<file path="src/rtl/core_add_sub_arbiter_pkg.sv">
// Purpose: shared widths, width helpers and the operand payload struct for the
//          shared add/sub datapath and its requester arbitration.
// Contents: te_size()/mant_size() width helpers, default ADDSUB_* widths,
//           addsub_req_t (te1, te2, mant1, mant2, opp_sign, tag).
package core_add_sub_arbiter_pkg;

  // Total-exponent width for an N-bit posit (regime + exponent range, signed).
  function automatic int unsigned te_size(input int unsigned n);
    return $clog2(n) + 2;
  endfunction

  // Mantissa width including the hidden one at the MSB.
  function automatic int unsigned mant_size(input int unsigned n);
    return n - 2;
  endfunction

  localparam int unsigned ADDSUB_N      = 16;
  localparam int unsigned ADDSUB_TE_W   = te_size(ADDSUB_N);
  localparam int unsigned ADDSUB_MANT_W = mant_size(ADDSUB_N);
  localparam int unsigned ADDSUB_TAG_W  = 4;

  // Operand bundle latched into the operand stage.
  typedef struct packed {
    logic [ADDSUB_TE_W-1:0]   te1;
    logic [ADDSUB_TE_W-1:0]   te2;
    logic [ADDSUB_MANT_W-1:0] mant1;
    logic [ADDSUB_MANT_W-1:0] mant2;
    logic                     opp_sign;
    logic [ADDSUB_TAG_W-1:0]  tag;
  } addsub_req_t;

endpackage

</file>
<file path="src/rtl/core_add_sub.sv">
// Purpose: combinational posit mantissa add/subtract with normalisation.
//   mant1 is the larger-magnitude operand; mant2 is aligned to it by te1-te2,
//   added or subtracted, then left-normalised so the result MSB is the hidden one.
// Ports: te1_in/te2_in total exponents, mant1_in/mant2_in mantissas (hidden one
//   at MSB), have_opposite_sign selects subtract, mant_out normalised 2*MANT_SIZE
//   mantissa, te_out result exponent (two's complement, wraps).
module core_add_sub
  import core_add_sub_arbiter_pkg::*;
#(
  parameter int unsigned N = ADDSUB_N,
  localparam int unsigned TE_SIZE   = te_size(N),
  localparam int unsigned MANT_SIZE = mant_size(N)
) (
  input  logic [TE_SIZE-1:0]     te1_in,
  input  logic [TE_SIZE-1:0]     te2_in,
  input  logic [MANT_SIZE-1:0]   mant1_in,
  input  logic [MANT_SIZE-1:0]   mant2_in,
  input  logic                   have_opposite_sign,
  output logic [2*MANT_SIZE-1:0] mant_out,
  output logic [TE_SIZE-1:0]     te_out
);

  // One guard bit above the operands absorbs the carry of an addition.
  localparam int unsigned SUM_W = 2 * MANT_SIZE + 1;
  localparam int unsigned OUT_W = 2 * MANT_SIZE;
  localparam int unsigned LZ_W  = $clog2(SUM_W + 1);

  logic [TE_SIZE-1:0] te_diff;
  logic [SUM_W-1:0]   mant1_ext;
  logic [SUM_W-1:0]   mant2_ext;
  logic [SUM_W-1:0]   mant2_shf;
  logic [SUM_W-1:0]   sum;
  logic [LZ_W-1:0]    lz;
  logic               found;

  assign te_diff   = te1_in - te2_in;
  assign mant1_ext = {1'b0, mant1_in, {MANT_SIZE{1'b0}}};
  assign mant2_ext = {1'b0, mant2_in, {MANT_SIZE{1'b0}}};
  assign mant2_shf = mant2_ext >> te_diff;
  assign sum       = have_opposite_sign ? (mant1_ext - mant2_shf) : (mant1_ext + mant2_shf);

  // Leading-zero count over the full sum; an all-zero sum reports SUM_W.
  always_comb begin
    lz    = LZ_W'(SUM_W);
    found = 1'b0;
    for (int i = SUM_W - 1; i >= 0; i--) begin
      if (!found && sum[i]) begin
        found = 1'b1;
        lz    = LZ_W'(SUM_W - 1 - i);
      end
    end
  end

  // Normalised sum drops the guard position; exponent gains one for the guard.
  assign mant_out = OUT_W'((sum << lz) >> 1);
  assign te_out   = te1_in + TE_SIZE'(1) - TE_SIZE'(lz);

endmodule

</file>
<file path="src/rtl/core_add_sub_arbiter_rr_arbiter.sv">
// Purpose: round-robin arbiter; picks the first asserted request scanning
//   upward from ptr, modulo NREQ. Pointer update is left to the caller.
// Ports: req request vector, ptr scan start, grant one-hot (or zero),
//   idx index of the granted request, any set when some request is granted.
module rr_arbiter #(
  parameter int unsigned NREQ = 2,
  localparam int unsigned IDX_W = $clog2(NREQ)
) (
  input  logic [NREQ-1:0]  req,
  input  logic [IDX_W-1:0] ptr,
  output logic [NREQ-1:0]  grant,
  output logic [IDX_W-1:0] idx,
  output logic             any
);

  always_comb begin
    logic [IDX_W-1:0] cand;
    grant = '0;
    idx   = '0;
    any   = 1'b0;
    cand  = '0;
    for (int k = 0; k < NREQ; k++) begin
      cand = IDX_W'((32'(ptr) + 32'(k)) % NREQ);
      if (!any && req[cand]) begin
        any         = 1'b1;
        grant[cand] = 1'b1;
        idx         = cand;
      end
    end
  end

endmodule

</file>
<file path="src/rtl/core_add_sub_arbiter.sv">
// Purpose: shares one core_add_sub between NREQ requesters. Round-robin grant
//   into an operand stage (S0), core_add_sub evaluated on S0, result stage (S1)
//   drives the outputs. Results carry the requester index and opaque tag.
// Ports: clk, rst_n (async active-low), flush (sync clear of stage valids),
//   req_valid/req_ready per-requester handshake, req_te1/te2/mant1/mant2/
//   opp_sign/tag packed per requester (requester i at slice i),
//   out_valid/out_ready result handshake, out_mant/out_te result,
//   out_id originating requester, out_tag originating tag.
module core_add_sub_arbiter
  import core_add_sub_arbiter_pkg::*;
#(
  parameter int unsigned N     = ADDSUB_N,
  parameter int unsigned NREQ  = 2,
  parameter int unsigned TAG_W = ADDSUB_TAG_W,
  localparam int unsigned TE_SIZE   = te_size(N),
  localparam int unsigned MANT_SIZE = mant_size(N),
  localparam int unsigned IDX_W     = $clog2(NREQ)
) (
  input  logic                         clk,
  input  logic                         rst_n,
  input  logic                         flush,
  input  logic [NREQ-1:0]              req_valid,
  output logic [NREQ-1:0]              req_ready,
  input  logic [NREQ*TE_SIZE-1:0]      req_te1,
  input  logic [NREQ*TE_SIZE-1:0]      req_te2,
  input  logic [NREQ*MANT_SIZE-1:0]    req_mant1,
  input  logic [NREQ*MANT_SIZE-1:0]    req_mant2,
  input  logic [NREQ-1:0]              req_opp_sign,
  input  logic [NREQ*TAG_W-1:0]        req_tag,
  output logic                         out_valid,
  input  logic                         out_ready,
  output logic [2*MANT_SIZE-1:0]       out_mant,
  output logic [TE_SIZE-1:0]           out_te,
  output logic [IDX_W-1:0]             out_id,
  output logic [TAG_W-1:0]             out_tag
);

  addsub_req_t        s0_q;
  addsub_req_t        s0_d;
  logic               s0_valid;
  logic               s1_valid;
  logic [IDX_W-1:0]   s0_id;
  logic [IDX_W-1:0]   rr_ptr;
  logic [IDX_W-1:0]   gidx;
  logic [NREQ-1:0]    grant;
  logic               any_req;
  logic               s1_adv;
  logic               s0_free;
  logic               accept;
  logic [2*MANT_SIZE-1:0] core_mant;
  logic [TE_SIZE-1:0]     core_te;

  // Pipeline advance conditions.
  assign s1_adv  = s0_valid && (!s1_valid || out_ready);
  assign s0_free = !s0_valid || s1_adv;

  rr_arbiter #(.NREQ(NREQ)) u_rr_arbiter (
    .req   (req_valid),
    .ptr   (rr_ptr),
    .grant (grant),
    .idx   (gidx),
    .any   (any_req)
  );

  // Ready is suppressed in reset and during flush so no handshake is lost.
  assign accept    = any_req && s0_free && !flush && rst_n;
  assign req_ready = accept ? grant : '0;
  assign out_valid = s1_valid;

  // Steer the granted requester's payload into the S0 bundle.
  always_comb begin
    s0_d = '0;
    for (int i = 0; i < NREQ; i++) begin
      if (gidx == IDX_W'(i)) begin
        s0_d.te1      = req_te1[i*TE_SIZE +: TE_SIZE];
        s0_d.te2      = req_te2[i*TE_SIZE +: TE_SIZE];
        s0_d.mant1    = req_mant1[i*MANT_SIZE +: MANT_SIZE];
        s0_d.mant2    = req_mant2[i*MANT_SIZE +: MANT_SIZE];
        s0_d.opp_sign = req_opp_sign[i];
        s0_d.tag      = req_tag[i*TAG_W +: TAG_W];
      end
    end
  end

  // Stage valids; flush wins over every advance.
  always_ff @(posedge clk or negedge rst_n) begin
    if (!rst_n) begin
      s0_valid <= 1'b0;
      s1_valid <= 1'b0;
    end else if (flush) begin
      s0_valid <= 1'b0;
      s1_valid <= 1'b0;
    end else begin
      s0_valid <= accept || (s0_valid && !s1_adv);
      s1_valid <= s1_adv || (s1_valid && !out_ready);
    end
  end

  // Operand stage and round-robin pointer, updated only on a handshake.
  always_ff @(posedge clk or negedge rst_n) begin
    if (!rst_n) begin
      s0_q   <= '0;
      s0_id  <= '0;
      rr_ptr <= '0;
    end else if (accept) begin
      s0_q   <= s0_d;
      s0_id  <= gidx;
      rr_ptr <= (gidx == IDX_W'(NREQ - 1)) ? '0 : gidx + IDX_W'(1);
    end
  end

  core_add_sub #(.N(N)) u_core_add_sub (
    .te1_in             (s0_q.te1),
    .te2_in             (s0_q.te2),
    .mant1_in           (s0_q.mant1),
    .mant2_in           (s0_q.mant2),
    .have_opposite_sign (s0_q.opp_sign),
    .mant_out           (core_mant),
    .te_out             (core_te)
  );

  // Result stage; held while the downstream stalls.
  always_ff @(posedge clk or negedge rst_n) begin
    if (!rst_n) begin
      out_mant <= '0;
      out_te   <= '0;
      out_id   <= '0;
      out_tag  <= '0;
    end else if (s1_adv && !flush) begin
      out_mant <= core_mant;
      out_te   <= core_te;
      out_id   <= s0_id;
      out_tag  <= s0_q.tag;
    end
  end

endmodule

</file>
<file path="config.mk">
export PLATFORM = sky130hd
export DESIGN_NAME = core_add_sub_arbiter
export DESIGN_NICKNAME = d
export VERILOG_FILES = /design/src/rtl/core_add_sub_arbiter_pkg.sv /design/src/rtl/core_add_sub.sv /design/src/rtl/core_add_sub_arbiter_rr_arbiter.sv /design/src/rtl/core_add_sub_arbiter.sv
export SDC_FILE = /design/constraint.sdc
export NUM_CORES = 1
export LEC_CHECK = 0
export BUFFER_PORTS_ARGS = -buffer_cell sky130_fd_sc_hd__buf_2
export CAP_MARGIN = 20
export CELL_PAD_IN_SITES_DETAIL_PLACEMENT = 1
export CELL_PAD_IN_SITES_GLOBAL_PLACEMENT = 1
export CORE_MARGIN = 4
export CORE_UTILIZATION = 40
export CTS_CLUSTER_DIAMETER = 40
export CTS_CLUSTER_SIZE = 20
export DETAILED_ROUTE_END_ITERATION = 16
export PLACE_DENSITY = 0.76
export SYNTH_ARGS = -nofsm -noshare
export SYNTH_HDL_FRONTEND = slang
export SYNTH_SLANG_ARGS = --single-unit
</file>
<file path="constraint.sdc">
create_clock -name clk -period 8.45 [get_ports clk]
set_input_delay 1.69 -clock clk [delete_from_list [all_inputs] [get_ports clk]]
set_output_delay 1.69 -clock clk [all_outputs]
set_load 0.03 [all_outputs]
</file>
* Word level (Yosys, flattened, before mapping)
Cells that the tools add are included.
** Word-level totals
- Bits in registers :: 88
- Word-level logic and storage cells :: 181
** Cells by class
- $add $sub $neg :: 7
- $lt $le $gt $ge :: 4
- Shifts and indexed selects :: 2
- Mux-type cells :: 77
- Bitwise operators :: 1
- Reduce and logical (&&, ||, !) cells :: 76
** Operator list (number)
- 2-to-1 mux 5 bit :: 29
- 2-to-1 mux 45 bit :: 1
- 2-to-1 mux 1 bit :: 41
- logical AND 1 bit :: 38
- zero test 1 bit :: 34
- adder 28 x 29 -> 29 bit :: 1
- 2-to-1 mux 29 bit :: 1
- << shifter 29 x 5 -> 29 bit :: 1
- right shift 28 x 6 -> 29 bit :: 1
- subtractor 28 x 29 -> 29 bit :: 1
- adder 6 x 1 -> 6 bit (second input constant) :: 1
- 2-to-1 mux 2 bit :: 3
- subtractor 6 x 5 -> 6 bit :: 1
- subtractor 6 bit :: 1
- logical OR 1 bit :: 4
- < comparator 1 x 2 -> 1 bit (second input constant) :: 2
- adder 1 bit (second input constant) :: 2
- demux 1 bit (select 1 bit) :: 2
- greater-or-equal comparator 1 bit (second input constant) :: 2
- OR 2 bit :: 1

* Depth between registers and ports, before layout
Gate-level depths: netlist of the first run.
- Depth after elaboration :: 90
- Gate-level depth with buffers :: 39
- Depth with buffers taken out :: 34

* Modules after synthesis
Synthesis of the first run repeated with hierarchy kept, for this count alone.
** Second synthesis, totals
- Cells, all modules :: 1190
- Area, all modules :: 10356.2 um2
** By module, submodules not included
- core_add_sub :: instances 1, cells an instance 941, area each 6465.0 um2, sequential area each 0.0 um2
- core_add_sub_arbiter :: instances 1, cells an instance 244, area each 3858.7 um2, sequential area each 2202.1 um2
- rr_arbiter :: instances 1, cells an instance 5, area each 32.5 um2, sequential area each 0.0 um2

* Least setup slack after synthesis of the first run
Ideal clock, no wire load.
- Kind :: register to register
- Start :: register s0_q[43] (netlist name)
- End :: register out_te[5]
- Setup time :: 136 ps
- Data arrival time :: 7782 ps
- Required time :: 8314 ps
- Path slack :: 532 ps
- Cell stages (with the launch flop) :: 38
- Buffers on the path :: 7
- Period minus slack after synthesis :: 7918 ps
- Cell sequence :: dfrtp_1 > ha_1 > clkbuf_1 > and2_1 > o21ai_0 > o31ai_1 > or2_2 > clkbuf_1 > clkbuf_1 > nor3_1 > nand2b_1 > ha_1 > clkbuf_1 > a21o_1 > a21o_1 > a21oi_1 > o211ai_1 > a2111oi_0 > [2 not listed] > xnor2_1 > nor4b_4 > nand2_4 > nor2_8 > inv_2 > or3_1 > buf_2 > o21ai_4 > inv_2 > buf_6 > buf_2 > ha_1 > ha_1 > fa_1 > a21o_1 > a21oi_1 > xnor2_1 > o21ai_0
** Between the ends
- Longest elaborated chain between the ends :: 90
- Elaborated cells between the ends (all ways) :: 120
- Classes of those cells :: add/sub (5); shift (1); mux (58); reduce/logical (56)
** Ends and longest elaborated chain
- start, declared :: line core_add_sub_arbiter.sv:38 : addsub_req_t s0_q;
- start signal, assigned :: line core_add_sub_arbiter.sv:102 : s0_q <= '0;
- start signal, assigned :: line core_add_sub_arbiter.sv:106 : s0_q <= s0_d;
- subtractor 6 bit :: line core_add_sub.sv:36 : assign te_diff = te1_in - te2_in;
- right shift 28 x 6 -> 29 bit :: line core_add_sub.sv:39 : assign mant2_shf = mant2_ext >> te_diff;
- adder 28 x 29 -> 29 bit or subtractor 28 x 29 -> 29 bit (tied branches) :: line core_add_sub.sv:40 : assign sum = have_opposite_sign ? (mant1_ext - mant2_shf) : (mant1_ext + mant2_shf);
- 2-to-1 mux 29 bit :: line core_add_sub.sv:40
- 2-to-1 mux 1 bit :: line core_add_sub.sv:47 : if (!found && sum[i]) begin
- zero test 1 bit :: line core_add_sub.sv:47
- logical AND 1 bit :: line core_add_sub.sv:47
- 2-to-1 mux 1 bit :: line core_add_sub.sv:47
- [74 not listed]
- 2-to-1 mux 1 bit :: line core_add_sub.sv:47
- zero test 1 bit :: line core_add_sub.sv:47
- logical AND 1 bit :: line core_add_sub.sv:47
- 2-to-1 mux 1 bit :: line core_add_sub.sv:47
- zero test 1 bit :: line core_add_sub.sv:47
- logical AND 1 bit :: line core_add_sub.sv:47
- 2-to-1 mux 5 bit :: line core_add_sub.sv:47
- subtractor 6 x 5 -> 6 bit * :: line core_add_sub.sv:56 : assign te_out = te1_in + TE_SIZE'(1) - TE_SIZE'(lz);
- end signal, assigned :: line core_add_sub_arbiter.sv:131 : out_te <= core_te;
- end, declared :: line core_add_sub_arbiter.sv:33 : output logic [TE_SIZE-1:0] out_te,
Mark *: on every way between the ends. The rest lies on a longest branch, timed or not.
A chain may end at the register's enable or synchronous reset.

* Worst setup path after layout of the first run
- Start :: register s0_q[39] (netlist name)
- End :: register out_mant[14]
** Between the ends
- Longest elaborated chain between the ends :: 90
- Elaborated cells between the ends (all ways) :: 119
- Classes of those cells :: add/sub (3); shift (2); mux (58); reduce/logical (56)
** Ends and longest elaborated chain
- subtractor 6 bit * :: line core_add_sub.sv:36
- right shift 28 x 6 -> 29 bit * :: line core_add_sub.sv:39
- adder 28 x 29 -> 29 bit or subtractor 28 x 29 -> 29 bit (tied branches) :: line core_add_sub.sv:40
- 2-to-1 mux 29 bit * :: line core_add_sub.sv:40
- 2-to-1 mux 1 bit :: line core_add_sub.sv:47
- zero test 1 bit :: line core_add_sub.sv:47
- logical AND 1 bit :: line core_add_sub.sv:47
- 2-to-1 mux 1 bit :: line core_add_sub.sv:47
- [74 not listed]
- 2-to-1 mux 1 bit :: line core_add_sub.sv:47
- zero test 1 bit :: line core_add_sub.sv:47
- logical AND 1 bit :: line core_add_sub.sv:47
- 2-to-1 mux 1 bit :: line core_add_sub.sv:47
- zero test 1 bit :: line core_add_sub.sv:47
- logical AND 1 bit :: line core_add_sub.sv:47
- 2-to-1 mux 5 bit :: line core_add_sub.sv:47
- << shifter 29 x 5 -> 29 bit * :: line core_add_sub.sv:55 : assign mant_out = OUT_W'((sum << lz) >> 1);
- end signal, assigned :: line core_add_sub_arbiter.sv:130 : out_mant <= core_mant;
- end, declared :: line core_add_sub_arbiter.sv:32 : output logic [2*MANT_SIZE-1:0] out_mant,
Marks and branches as above.

==> results of run 1 <==
stage by stage:
step	cells	area, um2	hold slack, ps	util (%)
2_1_floorplan	1234	9940	439	-
3_3_place_gp	1659	11000	447	45.2
3_5_place_dp	1659	11000	459	45.2
4_1_cts	1675	11300	483	46.3
5_1_grt	1675	11400	504	46.5
6_report	1675	11400	470	46.5
logic make-up after synthesis:
family / after synthesis
buffers and inverters: 122
adder cells (fa/ha/maj): 51
flip-flops: 88
XOR/XNOR: 34
multiplexers: 127
AND/OR/NAND/NOR: 410
AO/OA/AOI/OAI: 402
layer usage:
metal	vias up	share of wire (%)	global-route usage (%)
met5	-	0	0
met4	0	2.8	7.57
met3	67	5.1	3.48
met2	321	47	42.3
met1	5035	45	34.2
li1	4839	-	-
final cells by class:
cell class                 instances  area (um2)
clock buffer                      10         229
timing repair buffer             172         951
clock inverter                     6        57.6
sequential                        88        2200
fill                            3061       13000
tap                              324         405
multi-input combinational       1024        7310
inverter                          51         191
worst min path at each step:
| stage | from | end | cells past startpoint |
|---|---|---|---|
| 6_report | s0_id$_DFFE_PN0P_ | out_id$_DFFE_PN0P_ | 2 |
| 5_1_grt | s0_id$_DFFE_PN0P_ | out_id$_DFFE_PN0P_ | 2 |
| 4_1_cts | s0_id$_DFFE_PN0P_ | out_id$_DFFE_PN0P_ | 2 |
| 3_5_place_dp | s0_q[0]$_DFFE_PN0P_ | out_tag[0]$_DFFE_PN0P_ | 2 |
| 3_3_place_gp | s0_q[0]$_DFFE_PN0P_ | out_tag[0]$_DFFE_PN0P_ | 2 |
| 2_1_floorplan | s0_q[0]$_DFFE_PN0P_ | out_tag[0]$_DFFE_PN0P_ | 2 |
cell usage in the layout (no fill, tap or decap), types with 17 or more instances in the layout:
master                     netlist  routed
sky130_fd_sc_hd__nor3_1         33      31
sky130_fd_sc_hd__mux2i_1        96      96
sky130_fd_sc_hd__a21o_1         17      17
sky130_fd_sc_hd__ha_1           48      47
sky130_fd_sc_hd__inv_1          47      47
sky130_fd_sc_hd__o21ai_0        49      48
sky130_fd_sc_hd__nand2_1       106     106
sky130_fd_sc_hd__a21oi_1       107     106
sky130_fd_sc_hd__o211ai_1       47      47
sky130_fd_sc_hd__dfrtp_1        88      88
sky130_fd_sc_hd__buf_2           9     136
sky130_fd_sc_hd__nor2_1        143     142
sky130_fd_sc_hd__mux2_2         23      23
sky130_fd_sc_hd__nand3_1        29      29
sky130_fd_sc_hd__buf_4           3      36
registers in the layout (all words and copies together) (netlist names):
register / count
out_te: 6
out_id: 1
out_valid: 1
s0_q: 45
rr_ptr: 1
out_mant: 28
s0_id: 1
out_tag: 4
s0_valid: 1
worst register-to-register path: stages, from the launching register on:
cell and delay, ps:
sky130_fd_sc_hd__dfrtp_1 410, sky130_fd_sc_hd__inv_1 80, sky130_fd_sc_hd__ha_2 180, sky130_fd_sc_hd__fa_1 430
sky130_fd_sc_hd__inv_1 300, sky130_fd_sc_hd__buf_4 240, sky130_fd_sc_hd__mux4_2 590, sky130_fd_sc_hd__o211ai_1 320
sky130_fd_sc_hd__ha_1 370, sky130_fd_sc_hd__a21o_1 210, sky130_fd_sc_hd__a21o_1 180, sky130_fd_sc_hd__a21oi_1 260
sky130_fd_sc_hd__o211ai_1 160, sky130_fd_sc_hd__a2111oi_0 430, sky130_fd_sc_hd__a211oi_1 100, sky130_fd_sc_hd__a41oi_1 360
sky130_fd_sc_hd__xnor2_1 250, sky130_fd_sc_hd__nor4b_4 420, sky130_fd_sc_hd__nand2_4 160, sky130_fd_sc_hd__nor2_8 180
sky130_fd_sc_hd__inv_2 100, sky130_fd_sc_hd__or3_1 520, sky130_fd_sc_hd__o21ai_4 120, sky130_fd_sc_hd__buf_4 290
sky130_fd_sc_hd__mux2i_1 450, sky130_fd_sc_hd__mux2i_1 270, sky130_fd_sc_hd__a222oi_1 370, sky130_fd_sc_hd__o21ai_1 120
what timing repair did:
action,in CTS,in global routing
setup endpoints to repair,0,25
gates resized for setup,0,9
endpoints found under the hold margin,0,0
==> metrics.csv, run 1 <==
metric,value,unit
final critical-path required period,7960,ps
total via count after detailed routing,10300,
clock input transition at the sequential cells of the worst setup and hold paths,90,ps
dpl hpwl,28.3,mm
worst path bufs/invs,5,
post-synthesis sequential element count,88,
placeable core region,24400,um2
number of buffers inserted during clock tree synthesis,9,
number of input and output port buffers inserted,137,
antenna violations before repair,1,
insertion delay to the later sink of the worst-skew pair,370,ps
H-Tree Depth,3,
synthesized instance count,1234,
total of warnings raised by yosys,0,
number of flops mapped to enable cells by yosys,0,
Detailed Routing Iterations Pass 1,5,
nature of the critical path endpoint,flop,
RSZ-0062 raised after global routing,no,
worst setup slack after layout,491,ps
global-route wire length before repair,57.8,mm
drt initial violations,776,
Post-synth top cells,"143 x sky130_fd_sc_hd__nor2_1, 107 x sky130_fd_sc_hd__a21oi_1, 106 x sky130_fd_sc_hd__nand2_1",
critical path depth,27,
total of max-cap violations,0,
Final #Nets,1493,
outcome,finished clean,
DIE HEIGHT,166,um
number of diodes added for antenna fixing,0,
worst reg-to-reg path cell count,27,
Syn-to-layout area delta,14.1,%
grt ovf,0,
largest driver fanout on the critical path,22,
GR Util All Layers,25.3,%
proportion of netlist area held by the largest area contributor,22.1,%
crit path launch,s0_q[39]$_DFFE_PN0P_,
period utilisation layout,94.2,%
most frequent cell after synthesis,sky130_fd_sc_hd__nor2_1,
combinational family with the most area after synthesis,compound AO/OA/AOI/OAI gates,
data arrival time of the worst path,8200,ps
number of vias per cell,6.13,
longest individual stage delay on the worst path,590,ps
slowest CP cell,sky130_fd_sc_hd__mux4_2,
startpoint class of the critical path,flop,
Setup Crit Path Kind,reg -> reg,
transition at the pin with the smallest max-transition slack,960,ps
final worst clock skew,13.9,ps
detailed-route DRC error count,0,
end of the worst register-to-register path,out_mant[14]$_DFFE_PN0P_,
CP Capture Point,out_mant[14]$_DFFE_PN0P_,
hold-fix buffer count after cts,0,
xor-xnor portion of the synthesized cell area,3.30,%
Compound-Gate Fraction of Synth Area,28.8,%
effective utilization at floorplan,40.8,%
Site Rows,57,
share of synthesized flip-flops with an asynchronous set or reset,100,%
aggregate negative setup slack,0,ps
critical register-to-register path startpoint,s0_q[39]$_DFFE_PN0P_,
"arithmetic-cell share of the synthesized area counting full adders, half adders and majority gates",6.64,%
Final Hold Viols,0,
number of global-route vias before repair,10500,
cells taking the most area after synthesis,"sky130_fd_sc_hd__dfrtp_1 22%, sky130_fd_sc_hd__mux2i_1 9.7%, sky130_fd_sc_hd__ha_1 6.0%",
achievable frequency,126,MHz
pre-CTS worst setup slack,221,ps
synthesized cell area,9940,um2
total I/O pin count,138,
Simple-Gate Fraction of Synth Area,20.0,%
overall die width,166,um
worst min-delay path category,reg -> reg,
cell type with the highest aggregate area in the netlist,sky130_fd_sc_hd__dfrtp_1,
Register-to-Register Setup Slack,490,ps
CTS tree,built,
Top Family by Delay on Critical Path,compound AO/OA/AOI/OAI gates,
number of distinct standard cells referenced by the synthesized netlist,107,
final count of negative-setup-slack endpoints,0,
setup repair bufs after CTS,0,
wire per inst,21.5,um
wire length after detailed routing,36.1,mm
clk buf depth,2,
full die area,27400,um2
Clock Sink Count,88,
"Seq/Total Area, Yosys",22.1,%
multiplexer fraction of the synthesized cell area,14.0,%
Slew headroom,35.7,%
number of routed nets with antenna violations,0,
"Primary FF master, synth",sky130_fd_sc_hd__dfrtp_1,
critical path data required time,8700,ps
synthesized area per cell,8.06,um2
fraction of layout cells with a size suffix above 1,20.7,%
"Slew Viols, Final",0,
synthesized netlist net count,1381,
Clock Root Buffer,sky130_fd_sc_hd__clkbuf_16,
routability congestion estimate from global placement,0.972,
maximum number of pins on one net before global-route repair,93,
Power of run 1 is left out: the tool's default activity adds up to more than one toggle a clock period on the data nets, which glitch-free logic cannot reach.
==> run 2: changes to the inputs <==
clock period = 7.1 ns   (was 8.45 ns; I/O delays follow)
==> run 2 against run 1 <==
  * Critical endpoint is now out_mant[21]$_DFFE_PN0P_
  * Largest cell class unchanged
  * Hold slack gained 8.0 ps
  * Clock skew shrank 1.1 ps
  * Sequential share of layout area shrank 1.4 points
  * Die area is the same
==> metrics.csv, run 2 (synthesis results as in run 1) <==
metric,value,unit,change
full die area,27400,um2,unchanged
Final #Nets,1563,,+4.7%
maximum number of pins on one net before global-route repair,60,,-35%
Clock Sink Count,88,,unchanged
DIE HEIGHT,166,um,unchanged
crit-path most repeated cell,sky130_fd_sc_hd__buf_4,,
Top Family by Delay on Critical Path,compound AO/OA/AOI/OAI gates,,
number of vias per cell,6.04,,-1.3%
achievable frequency,144,MHz,+14%
placeable core region,24400,um2,unchanged
number of routed nets with antenna violations,0,,unchanged
worst path bufs/invs,6,,+1
RSZ-0062 raised after global routing,yes,,
antenna violations before repair,1,,unchanged
slowest CP cell,sky130_fd_sc_hd__dfrtp_1,,
largest driver fanout on the critical path,22,,unchanged
data arrival time of the worst path,7200,ps,-1000 ps
H-Tree Depth,3,,unchanged
"Slew Viols, Final",0,,unchanged
grt ovf,0,,unchanged
number of global-route vias before repair,10900,,+3.6%
final worst clock skew,12.8,ps,-1.13 ps
CTS tree,built,,
worst min-delay path category,reg -> reg,,
global-route wire length before repair,60.8,mm,+5.1%
Site Rows,57,,unchanged
Clock Root Buffer,sky130_fd_sc_hd__clkbuf_16,,
clock input transition at the sequential cells of the worst setup and hold paths,80,ps,about the same
dpl hpwl,29.5,mm,+4.3%
number of diodes added for antenna fixing,0,,unchanged
filler cell count,3026,,-1.1%
wire per inst,21.8,um,+1.1%
worst reg-to-reg path cell count,31,,+15%
wire length after detailed routing,38.0,mm,+5.3%
final critical-path required period,6960,ps,-1000 ps
routability congestion estimate from global placement,0.974,,+0.29%
end of the worst hold path,out_mant[12]$_DFFE_PN0P_,,
sequential cell area in the final layout,2200,um2,unchanged
utilization of the core after routing,50.1,%,+3.5 points
flip-flop count of the largest register after layout,45,,unchanged
total I/O pin count,138,,unchanged
nature of the critical path endpoint,flop,,
hold-fix buffer count after cts,0,,unchanged
longest individual stage delay on the worst path,430,ps,-160 ps
total of max-cap violations,0,,unchanged
detailed-route DRC error count,0,,unchanged
leading registers by flop count,"s0_q x45, out_mant x28, out_te x6",,
final count of negative-setup-slack endpoints,0,,unchanged
drt initial violations,819,,+5.5%
GR Util All Layers,26.6,%,+1.3 points
critical register-to-register path startpoint,s0_q[33]$_DFFE_PN0P_,,
outcome,finished clean,,
clk buf depth,2,,unchanged
Syn-to-layout area delta,22.8,%,
"top library cells by usage in the layout, fill and taps aside","141 x sky130_fd_sc_hd__nor2_1, 136 x sky130_fd_sc_hd__buf_2, 105 x sky130_fd_sc_hd__nand2_1, 103 x sky130_fd_sc_hd__buf_4, 100 x sky130_fd_sc_hd__a21oi_1",,
fraction of layout cells with a size suffix above 1,27.7,%,+7.1 points
critical path data required time,7340,ps,-1360 ps
number of buffers inserted during clock tree synthesis,9,,unchanged
total via count after detailed routing,10500,,+2.8%
Final Hold Viols,0,,unchanged
end of the worst register-to-register path,out_mant[21]$_DFFE_PN0P_,,
period utilisation layout,98.0,%,+3.8 points
startpoint class of the critical path,flop,,
Detailed Routing Iterations Pass 1,5,,unchanged
number of input and output port buffers inserted,137,,unchanged
register with the most flip-flops,s0_q,,
transition at the pin with the smallest max-transition slack,915,ps,-44.9 ps
Register-to-Register Setup Slack,140,ps,-350 ps
launch point of the worst hold path,out_mant[12]$_DFFE_PN0P_,,
insertion delay to the later sink of the worst-skew pair,360,ps,about the same
Setup Crit Path Kind,reg -> reg,,
most common library cell in the layout ignoring fill and taps,sky130_fd_sc_hd__nor2_1,,
overall die width,166,um,unchanged
effective utilization at floorplan,40.8,%,unchanged
area used by multi-input combinational logic,7600,um2,+3.9%
Hold Path Depth,2,,unchanged
Slew headroom,38.4,%,+2.7 points
[run 2: cell count changes in the layout (fill, tap and decap cells not counted), moves of 4 or more]
| cell | before | now |
|---|---|---|
| sky130_fd_sc_hd__a21oi_1 | 106 | 100 |
| sky130_fd_sc_hd__buf_4 | 36 | 103 |
| sky130_fd_sc_hd__ha_4 | 0 | 6 |
| sky130_fd_sc_hd__ha_1 | 47 | 39 |
| sky130_fd_sc_hd__a21oi_2 | 2 | 8 |
| sky130_fd_sc_hd__o21ai_0 | 48 | 44 |
[run 2: what timing repair did]
item                                    in CTS  in global routing
endpoints found under the setup margin      16                 31
pin swaps                                    5                 19
gates resized for setup                     11                 36
buffers inserted                             4                 17
[run 2: worst min-delay path: stages (launching register included)]
cell                      delay, ps
sky130_fd_sc_hd__dfrtp_1        340
sky130_fd_sc_hd__nand2_1         50
sky130_fd_sc_hd__nand3_1         60
[run 2: cell type report]
class	count	area share, %
clock buffer	9	1.84
clock inverter	7	0.615
inverter	51	1.66
multi-input combinational	1024	62.2
sequential	88	18.0
tap	324	3.32
timing repair buffer	242	12.3
[run 2: how the worst max path moves through the flow]
stage	start	to	slack, ps	depth (start not counted)
2_1_floorplan	s0_q[43]$_DFFE_PN0P_	out_te[5]$_DFFE_PN0P_	20	37
3_3_place_gp	s0_q[33]$_DFFE_PN0P_	out_mant[23]$_DFFE_PN0P_	90	25
3_5_place_dp	s0_q[33]$_DFFE_PN0P_	out_mant[21]$_DFFE_PN0P_	-140	30
4_1_cts	s0_q[33]$_DFFE_PN0P_	out_te[5]$_DFFE_PN0P_	1	33
5_1_grt	s0_q[33]$_DFFE_PN0P_	out_mant[21]$_DFFE_PN0P_	-130	30
6_report	s0_q[33]$_DFFE_PN0P_	out_mant[21]$_DFFE_PN0P_	140	31
[run 2: per-stage QoR]
step	std cells	setup TNS, ps	instance area, um2	hold WS, ps	worst slack, ps
2_1_floorplan	1234	0	10100	439	21.6
3_3_place_gp	1708	0	11500	452	86.5
4_1_cts	1728	0	11900	478	1.02
5_1_grt	1745	-761	12200	511	-134
6_report	1745	0	12200	478	141
3_5_place_dp	1708	-716	11500	461	-140
[run 2: per-layer routing]
metal | up-vias | share of wire (%) | GRT usage (%)
met2 | 309 | 48 | 45.6
met4 | 2 | 1.6 | 5.81
met1 | 5200 | 45 | 36.1
li1 | 4992 | - | -
met5 | - | 0.045 | 0
met3 | 44 | 4.9 | 3.43
Power of run 2 is left out for the same reason.
==> run 3: changes to the inputs <==
CORE_UTILIZATION = 44   (was 40)
PLACE_DENSITY = 0.8   (was 0.76)
clock period = 7.4 ns   (was 7.1 ns; I/O delays follow)
==> run 3 against run 2 <==
  * Non-clock buffer count down 3
  * Final cell count down 2.7%
  * Via count up 2.7%
  * Setup slack better by 91 ps
  * Global-route usage up 2.8 points
  * Critical path type unchanged
  * Critical endpoint is now out_te[5]$_DFFE_PN0P_
  * Largest cell class unchanged
  * Highest routed layer is now met4
==> metrics.csv, run 3 (synthesis results as in run 1) <==
metric,value,unit,change
outcome,finished clean,,
number of diodes added for antenna fixing,0,,unchanged
GR Util All Layers,29.4,%,+2.8 points
insertion delay to the later sink of the worst-skew pair,370,ps,about the same
Hold Path Depth,2,,unchanged
Slew headroom,40.6,%,+2.3 points
Syn-to-layout area delta,21.4,%,
hold-fix buffer count after cts,0,,unchanged
period utilisation layout,96.9,%,-1.2 points
area used by multi-input combinational logic,7560,um2,-0.49%
startpoint class of the critical path,flop,,
final worst clock skew,12.8,ps,-0.00460 ps
wire per inst,22.1,um,+1.5%
most common library cell in the layout ignoring fill and taps,sky130_fd_sc_hd__nor2_1,,
number of routed nets with antenna violations,0,,unchanged
flip-flop count of the largest register after layout,45,,unchanged
launch point of the worst hold path,out_mant[3]$_DFFE_PN0P_,,
CTS tree,built,,
Top Family by Delay on Critical Path,simple AND/OR/NAND/NOR gates,,
Final #Nets,1560,,-0.19%
final critical-path required period,7170,ps,+209 ps
critical path data required time,7640,ps,+300 ps
effective utilization at floorplan,45.1,%,+4.4 points
crit-path most repeated cell,sky130_fd_sc_hd__buf_4,,
utilization of the core after routing,54.8,%,+4.7 points
Clock Root Buffer,sky130_fd_sc_hd__clkbuf_16,,
pre-CTS worst setup slack,-129,ps,+11.2 ps
number of buffers inserted during clock tree synthesis,9,,unchanged
longest individual stage delay on the worst path,560,ps,+130 ps
"Slew Viols, Final",0,,unchanged
leading registers by flop count,"s0_q x45, out_mant x28, out_te x6",,
global-route wire length before repair,58.9,mm,-3.0%
total via count after detailed routing,10800,,+2.7%
total I/O pin count,138,,unchanged
Register-to-Register Setup Slack,230,ps,+90 ps
Final Hold Viols,0,,unchanged
Site Rows,54,,-5.3%
end of the worst register-to-register path,out_te[5]$_DFFE_PN0P_,,
number of vias per cell,6.38,,+5.5%
end of the worst hold path,out_mant[3]$_DFFE_PN0P_,,
dpl hpwl,29.2,mm,-1.1%
maximum number of pins on one net before global-route repair,92,,+53%
largest driver fanout on the critical path,8,,-64%
register with the most flip-flops,s0_q,,
worst path bufs/invs,8,,+2
Detailed Routing Iterations Pass 1,5,,unchanged
clock input transition at the sequential cells of the worst setup and hold paths,80,ps,about the same
transition at the pin with the smallest max-transition slack,890,ps,-24.5 ps
detailed-route DRC error count,0,,unchanged
Clock Sink Count,88,,unchanged
"top library cells by usage in the layout, fill and taps aside","139 x sky130_fd_sc_hd__nor2_1, 136 x sky130_fd_sc_hd__buf_2, 105 x sky130_fd_sc_hd__nand2_1, 101 x sky130_fd_sc_hd__buf_4, 100 x sky130_fd_sc_hd__a21oi_1",,
DIE HEIGHT,158,um,-4.4%
number of global-route vias before repair,10900,,+0.29%
clk buf depth,2,,unchanged
worst reg-to-reg path cell count,33,,+6.5%
placeable core region,22000,um2,-9.7%
total of max-cap violations,0,,unchanged
H-Tree Depth,3,,unchanged
full die area,25100,um2,-8.7%
worst setup slack after layout,232,ps,+91.3 ps
drt initial violations,746,,-8.9%
fraction of layout cells with a size suffix above 1,27.4,%,-0.36 points
number of input and output port buffers inserted,137,,unchanged
critical register-to-register path startpoint,s0_q[39]$_DFFE_PN0P_,,
filler cell count,2746,,-9.3%
Setup Crit Path Kind,reg -> reg,,
routability congestion estimate from global placement,0.955,,-2.0%
nature of the critical path endpoint,flop,,
worst min-delay path category,reg -> reg,,
data arrival time of the worst path,7410,ps,+210 ps
slowest CP cell,sky130_fd_sc_hd__fa_2,,
sequential cell area in the final layout,2200,um2,unchanged
final count of negative-setup-slack endpoints,0,,unchanged
achievable frequency,140,MHz,-2.9%
antenna violations before repair,0,,-1
grt ovf,0,,unchanged
wire length after detailed routing,37.5,mm,-1.2%
overall die width,158,um,-4.4%
-- run 3: changes by cell type in the layout (fill, tap and decap cells not counted), moves of 2 or more --
cell,previous run,this run
sky130_fd_sc_hd__inv_2,0,2
sky130_fd_sc_hd__nor2_1,141,139
sky130_fd_sc_hd__inv_6,0,3
sky130_fd_sc_hd__inv_8,3,1
sky130_fd_sc_hd__ha_4,6,4
sky130_fd_sc_hd__nor2_2,4,6
sky130_fd_sc_hd__inv_4,3,0
sky130_fd_sc_hd__nor4_1,6,4
sky130_fd_sc_hd__buf_4,103,101
-- run 3: repair_timing --
item                       in CTS  in global routing
hold endpoints to repair        0                  0
buffers inserted                1                 20
pin swaps                       2                 18
resized for setup               4                 55
setup endpoints to repair      11                 30
-- run 3: layout make-up --
class | count | share of cell area (%)
Clock buffer | 9 | 1.87
Clock inverter | 7 | 0.580
Inverter | 51 | 1.62
Multi-Input combinational cell | 1024 | 62.6
Sequential cell | 88 | 18.2
Tap cell | 280 | 2.90
Timing Repair Buffer | 239 | 12.2
-- run 3: worst reg2reg max path, delay by kind of cell (launching register included) --
kind	cells	cell delay [ps]
AND/OR/NAND/NOR	12	2530
XOR/XNOR	1	130
buffers and inverters	8	1210
AO/OA/AOI/OAI	5	670
adder cells (fa/ha/maj)	6	1920
multiplexers	1	190
flip-flops	1	380
-- run 3: how the worst max path moves through the flow --
stage | startpoint | end | slack [ps] | cells after the start
final | s0_q[39]$_DFFE_PN0P_ | out_te[5]$_DFFE_PN0P_ | 230 | 33
after CTS | s0_q[39]$_DFFE_PN0P_ | out_te[5]$_DFFE_PN0P_ | 40 | 32
after global routing | s0_q[39]$_DFFE_PN0P_ | out_te[5]$_DFFE_PN0P_ | -70 | 33
after global placement | s0_q[39]$_DFFE_PN0P_ | out_te[5]$_DFFE_PN0P_ | 150 | 31
after floorplan | s0_q[43]$_DFFE_PN0P_ | out_te[5]$_DFFE_PN0P_ | 7 | 37
after detailed placement | s0_q[39]$_DFFE_PN0P_ | out_te[5]$_DFFE_PN0P_ | -130 | 34
-- run 3: through the flow --
stage / setup TNS (ps) / instances / hold WS, ps / area, um2
after floorplan: 0 / 1234 / 439 / 9980
after global placement: 0 / 1661 / 449 / 11300
after detailed placement: -251 / 1661 / 465 / 11300
after CTS: 0 / 1678 / 484 / 11700
after global routing: -139 / 1698 / 505 / 12100
final: 0 / 1698 / 480 / 12100
-- run 3: per-layer routing --
metal | routed length [um] | track usage (%)
met1 | 16100 | 39.9
met2 | 18300 | 49.6
met3 | 2360 | 4.48
met4 | 746 | 7.15
met5 | 0 | 0
Power of run 3 is left out for the same reason.
